===== config.mk =====
export PLATFORM = sky130hd
export DESIGN_NAME = matvec_mac_ctrl
export DESIGN_NICKNAME = d
export VERILOG_FILES = /design/src/rtl/matvec_mac_ctrl.sv
export SDC_FILE = /design/constraint.sdc
export NUM_CORES = 1
export LEC_CHECK = 0
export ABC_CLOCK_PERIOD_IN_PS = 4500
export CELL_PAD_IN_SITES_DETAIL_PLACEMENT = 1
export CELL_PAD_IN_SITES_GLOBAL_PLACEMENT = 1
export CORE_UTILIZATION = 45
export DETAILED_ROUTE_END_ITERATION = 6
export HOLD_SLACK_MARGIN = 0.02
export PLACE_DENSITY_LB_ADDON = 0.1
export SYNTH_ARGS = -nofsm -noshare
export SYNTH_HDL_FRONTEND = slang
export SYNTH_SLANG_ARGS = --single-unit

===== constraint.sdc =====
create_clock -name clk -period 4.5 [get_ports clk]
set_input_delay 0.9 -clock clk [delete_from_list [all_inputs] [get_ports clk]]
set_output_delay 0.9 -clock clk [all_outputs]
set_load 0.05 [all_outputs]

===== src/rtl/matvec_mac_ctrl.sv =====
// Sequencing controller for a matrix-vector multiply-accumulate datapath: loads operand memories, runs M dot products, hands out results.
// Optional MATRIX_REUSE_EN: once a matrix is loaded, later jobs stream only the vector.
module matvec_mac_ctrl #(
    parameter int M  = 3,
    parameter int N  = 3,
    parameter int AM = (M * N > 1) ? $clog2(M * N) : 1,
    parameter int AV = (N > 1) ? $clog2(N) : 1
) (
    input  logic          clk,
    input  logic          reset,
    input  logic          input_valid,
    output logic          input_ready,
    output logic          wr_en_m,
    output logic          wr_en_v,
    output logic [AM-1:0] addr_m,
    output logic [AV-1:0] addr_v,
    output logic          clear_acc,
    output logic          en_acc,
    output logic          output_valid,
    input  logic          output_ready
);

    localparam int RW = (M > 1) ? $clog2(M) : 1;
    localparam logic [AM-1:0] LastM   = AM'(M * N - 1);
    localparam logic [AV-1:0] LastV   = AV'(N - 1);
    localparam logic [AV-1:0] LastCol = AV'(N - 1);
    localparam logic [RW-1:0] LastRow = RW'(M - 1);

    typedef enum logic [2:0] {LOAD_M, LOAD_V, CLEAR, ACC, FLUSH, OUT} state_e;

    state_e        state_q, state_d;
    logic [RW-1:0] row_q, row_d;
    logic [AV-1:0] col_q, col_d;
    logic [AM-1:0] base_q, base_d;
    logic [AM-1:0] addr_m_q, addr_m_d;
    logic [AV-1:0] addr_v_q, addr_v_d;
    logic          ready_q, ready_d;
    logic          clear_q, clear_d;
    logic          en_q, en_d;
    logic          valid_q, valid_d;
`ifdef MATRIX_REUSE_EN
    logic          m_loaded_q, m_loaded_d;
`endif

    // The load counters double as the memory write addresses; base_q tracks row*N without a multiplier.
    always_comb begin
        state_d  = state_q;
        row_d    = row_q;
        col_d    = col_q;
        base_d   = base_q;
        addr_m_d = addr_m_q;
        addr_v_d = addr_v_q;
`ifdef MATRIX_REUSE_EN
        m_loaded_d = m_loaded_q;
`endif
        case (state_q)
            LOAD_M: begin
                if (input_valid) begin
                    if (addr_m_q == LastM) begin
                        addr_m_d = '0;
                        state_d  = LOAD_V;
`ifdef MATRIX_REUSE_EN
                        m_loaded_d = 1'b1;
`endif
                    end else begin
                        addr_m_d = addr_m_q + AM'(1);
                    end
                end
            end
            LOAD_V: begin
                if (input_valid) begin
                    if (addr_v_q == LastV) begin
                        addr_v_d = '0;
                        addr_m_d = '0;
                        base_d   = '0;
                        row_d    = '0;
                        col_d    = '0;
                        state_d  = CLEAR;
                    end else begin
                        addr_v_d = addr_v_q + AV'(1);
                    end
                end
            end
            CLEAR: begin
                state_d = ACC;
                col_d   = '0;
                if (N > 1) begin
                    addr_m_d = base_q + AM'(1);
                    addr_v_d = AV'(1);
                end
            end
            ACC: begin
                if (col_q == LastCol) begin
                    state_d = FLUSH;
                end else begin
                    col_d = col_q + AV'(1);
                    // Prefetch one term ahead to cover the memory read latency.
                    if (int'(col_q) + 2 < N) begin
                        addr_m_d = base_q + AM'(col_q) + AM'(2);
                        addr_v_d = col_q + AV'(2);
                    end
                end
            end
            FLUSH: begin
                state_d = OUT;
            end
            OUT: begin
                if (output_ready) begin
                    addr_v_d = '0;
                    if (row_q == LastRow) begin
                        addr_m_d = '0;
`ifdef MATRIX_REUSE_EN
                        state_d = m_loaded_q ? LOAD_V : LOAD_M;
`else
                        state_d = LOAD_M;
`endif
                    end else begin
                        row_d    = row_q + RW'(1);
                        base_d   = base_q + AM'(N);
                        addr_m_d = base_q + AM'(N);
                        state_d  = CLEAR;
                    end
                end
            end
            default: state_d = LOAD_M;
        endcase

        ready_d = (state_d == LOAD_M) || (state_d == LOAD_V);
        clear_d = (state_d == CLEAR);
        en_d    = (state_d == ACC) || (state_d == FLUSH);
        valid_d = (state_d == OUT);
    end

    always_ff @(posedge clk or posedge reset) begin
        if (reset) begin
            state_q  <= LOAD_M;
            row_q    <= '0;
            col_q    <= '0;
            base_q   <= '0;
            addr_m_q <= '0;
            addr_v_q <= '0;
            ready_q  <= 1'b1;
            clear_q  <= 1'b0;
            en_q     <= 1'b0;
            valid_q  <= 1'b0;
`ifdef MATRIX_REUSE_EN
            m_loaded_q <= 1'b0;
`endif
        end else begin
            state_q  <= state_d;
            row_q    <= row_d;
            col_q    <= col_d;
            base_q   <= base_d;
            addr_m_q <= addr_m_d;
            addr_v_q <= addr_v_d;
            ready_q  <= ready_d;
            clear_q  <= clear_d;
            en_q     <= en_d;
            valid_q  <= valid_d;
`ifdef MATRIX_REUSE_EN
            m_loaded_q <= m_loaded_d;
`endif
        end
    end

    assign input_ready  = ready_q;
    assign wr_en_m      = input_valid && (state_q == LOAD_M);
    assign wr_en_v      = input_valid && (state_q == LOAD_V);
    assign addr_m       = addr_m_q;
    assign addr_v       = addr_v_q;
    assign clear_acc    = clear_q;
    assign en_acc       = en_q;
    assign output_valid = valid_q;

endmodule


# Word-level counts from Yosys, hierarchy flattened
# Index checks and enable logic that the tools add are counted.
[op_classes] n_mux=33 add_sub_neg=10 reduce_logical=14 n_lt_le_gt_ge=1 eq_ne=21
[op_table] op="2-to-1 mux 4 bit" count=10
[op_table] op="2-to-1 mux 2 bit" count=11
[op_table] op="one-hot mux 4 bit (5 select lines)" count=1
[op_table] op="2-to-1 mux 3 bit" count=6
[op_table] op="one-hot mux 3 bit (6 select lines)" count=1
[op_table] op="!= test 2 bit, second input constant" count=7
[op_table] op="== test 3 x 2 -> 1 bit, second input constant" count=4
[op_table] op="== test 3 bit, second input constant" count=4
[op_table] op="AND reduction 5 bit" count=2
[op_table] op="adder 4 x 1 -> 4 bit, second input constant" count=2
[op_table] op="adder 4 x 2 -> 4 bit, second input constant" count=2
[op_table] op="one-hot mux 2 bit (4 select lines)" count=1
[op_table] op="one-hot mux 4 bit (2 select lines)" count=1
[op_table] op="AND reduction 7 bit" count=1
[op_table] op="adder 2 x 1 -> 2 bit, second input constant" count=3
[op_table] op="== test 2 bit, second input constant" count=3
[op_table] op="== test 3 x 1 -> 1 bit, second input constant" count=2
[op_table] op="logical NOT 3 bit" count=2
[op_table] op="one-hot mux 2 bit (3 select lines)" count=1
[op_table] op="nonzero test 5 bit" count=1
[op_table] op="adder 4 x 2 -> 4 bit" count=1
[op_table] op="== test 4 bit, second input constant" count=1
[op_table] op="one-hot mux 2 bit (2 select lines)" count=1
[op_table] op="AND reduction 4 bit" count=1
[op_table] op="other kinds (8)" count=10
[word_totals] in_bits=4 elab_cells=89 regBits=21

# Depth between registers and ports, before layout
[depth] depth_word=6 ltp_mapped=10 depth_no_buf=10

# Worst setup path before layout
# OpenSTA, ideal clock, no wires.
[synth_timing] path_type="input to output" start="in input_valid" end="out wr_en_m" path_buffers=0 cell_stages=2 required_ns=3.600 t_arrival_ns=1.947 slack_ns=1.653 cell_sequence="or3b_4 > nor2_1"
[synth_via] elab_chain_cells=1
[synth_rtl] item="start: declaration" line_no="11" rtl="input logic input_valid,"
[synth_rtl] item="logical AND 1 bit" line_no="167" rtl="assign wr_en_m = input_valid && (state_q == LOAD_M);"
[synth_rtl] item="end: declaration" line_no="13" rtl="output logic wr_en_m,"
# Every way passes these cells.

# Worst setup path after layout
# Same ends and word-level chain as after synthesis.

==> out/summary.txt <==
WP data arrival - 2760 ps
1st-pass router iterations - 6
vias in the first global route - 1163
H-tree levels - 1
fin crit period - 3660 ps
via count - 1131
switching share of power - 52.0%
Worst slew margin - 38.6%
Root Driver - clkbuf_4
initial drt markers - 33
P_sw - 0.000624 W
syn_nets - 168
RR Startpoint - base_q[1]
CTS tree - yes
post-synth cell types - 36
number of synthesized flops with an enable pin - 0
number of cells produced by synthesis - 153
ANT nets after route - 0
Worst EP required - 3600 ps
Routed WL per cell - 16.4 um
Final Hold Viols - 0
reg2reg end - addr_m[3]
core area - 2830 um^2
Internal Dissipation - 0.000576 W
layout cells sized above 1 - 6.02%
Peak supply drop - 0.388 mV
Fillers - 340
clk sinks - 21
Post-CTS Setup Bufs - 0
outcome - finished with violations
Die W - 57.4 um
Seq/Total Area, Yosys - 38.2%
Comb power frac - 60.1%
clk_lat worst skew - 320 ps
max-cap violations - 0
YS warnings - 0
Critical path destination - wr_en_m
Fin Setup TNS - 0 ps
setup slack, reg-to-reg - 2260 ps
fin. max-slew vios - 0
endpoints failing setup - 0
grt total ovfl - 0
Clock Power Share - 8.1%
failing checks - DRC
Clock transition at path regs - 120 ps
crit path from - input_valid
Final #Nets - 182
worst hold slack - 514 ps
largest net degree at the start of global routing - 27
synthesis-stage register bit count - 21
full die area - 3290 um^2
Port Buffer Count - 15
PD cells - 770 nW/um^2
Final Instance Area - 1560 um^2
Rows - 19
HP Class - reg -> reg
Seq pwr share - 31.8%
Initial Utilization - 48.7%
Area Overhead vs Synth - 12.9%
fmax - 0.273 GHz
routability cong. - 0.832
R2R cell count - 10
fin crit share - 81.3%
Finished Core Util - 55.0%
commonest non-fill, non-tap cells in the layout - 20 x dfrtp_1, 19 x o21ai_0, 16 x nand2_1
drt drc - 4
CTS resizes - 0
hpwl dp - 2340 um
most common cell after layout, fill and taps aside - dfrtp_1
actual slew at the worst max-slew pin - 921 ps
sequential cell area - 527 um^2
Vias/cell - 5.74
Main synth FF type - dfrtp_1
Post-Syn Area - 1380 um^2
antenna violations before repair - 0
FFs w/ async S/R, synth - 100%
leakage - 0.693 nW
Max clock buf depth - 2
crit path capture type - output port
Avg Inst Size Synth - 9.01 um^2
IO Count - 16
final wirelength - 3230 um
Power Total - 0.00120 W
RSZ-0062 raised after global routing - no
# hold bufs at CTS - 0
clk_skew - 14.3 ps
WS Path Type - in -> out
Worst setup SP type - input pin
Die H - 57.4 um
global-route wire length before repair - 5590 um
diodes inserted - 0
CP Max Fanout - 4
DP Area - 1530 um^2
Multi-input gate area - 768 um^2
CTS Buf Count - 3
Total GRT Usage - 21.9%
[cells by family after synthesis]
kind of cell               share of synthesized area, %
xor gates and xnor gates                           2.54
and+or+nand+nor                                    20.4
adders and majority gates                          10.5
AOI/OAI and AO/OA                                  18.2
buffers and inverters                              6.08
muxes                                              4.08
DFF                                                38.2
[metrics by stage]
stage / instances / setup slack (ps)
6_report: 197 / 841
2_1_floorplan: 153 / 1650
3_3_place_gp: 193 / 878
5_1_grt: 197 / 767
3_5_place_dp: 193 / 843
4_1_cts: 197 / 836
[final cells by class]
cell class,instances,share of cell area [%]
Sequential cell,21,33.8
Timing Repair Buffer,15,9.65
Clock inverter,1,0.322
Multi-Input combinational cell,114,49.4
Inverter,12,2.89
Clock buffer,3,1.45
Tap cell,31,2.49
[sequential cells by signal (all words and copies together), names as in the netlist]
register      flops
input_ready       1
col_q             2
output_valid      1
addr_v            2
state_q           3
clear_acc         1
base_q            4
addr_m            4
row_q             2
en_acc            1
[per-layer routing]
layer / wire length, um / part of all wire, % / global-route usage (%)
met1: 1620 / 50 / 32.0
met2: 1510 / 47 / 35.2
met3: 68 / 2.1 / 2.04
met4: 27 / 0.84 / 5.23
met5: 0 / 0 / 0
[cell usage after synthesis (2+ instances only)]
cell type,count,area share (%)
nor3_1,2,0.73
nor2b_1,3,1.4
nor2_1,12,3.3
a21oi_1,6,2.2
nor3b_1,2,1.1
nand2_1,16,4.4
nand2b_1,6,2.7
nand3_1,6,2.2
o31ai_1,4,2.2
ha_1,10,9.1
inv_1,12,3.3
xnor2_1,3,1.9
mux2i_1,3,2.2
dfrtp_1,20,36
buf_2,4,1.5
nand3b_1,3,1.6
and3_1,3,1.4
o21ai_0,19,6.9
a221oi_1,2,1.3
[critical path: stages]
cell             delay (ps)
clkdlybuf4s50_1         520
or3b_4                  420
nor2_1                   90
clkdlybuf4s50_1         820
[how the worst min path moves through the flow]
stage / from / end / slack, ps / depth (start not counted)
floorplan: row_q[1] / row_q[1] / 450 / 2
global placement: row_q[1] / row_q[1] / 470 / 2
detailed placement: row_q[0] / row_q[0] / 490 / 1
CTS: row_q[0] / row_q[0] / 510 / 1
global route: row_q[1] / row_q[1] / 560 / 2
finish: row_q[0] / row_q[0] / 510 / 1
[power groups by stage]
stage          sequential (W)  combinational (W)   clock, W
2_1_floorplan        0.000446           0.000475          0
3_3_place_gp         0.000379           0.000702          0
3_5_place_dp         0.000382           0.000717          0
4_1_cts              0.000380           0.000723  0.0000993
5_1_grt              0.000396           0.000795   0.000104
6_report             0.000381           0.000721  0.0000977
No activity file was read; power rests on OpenSTA's default activity.
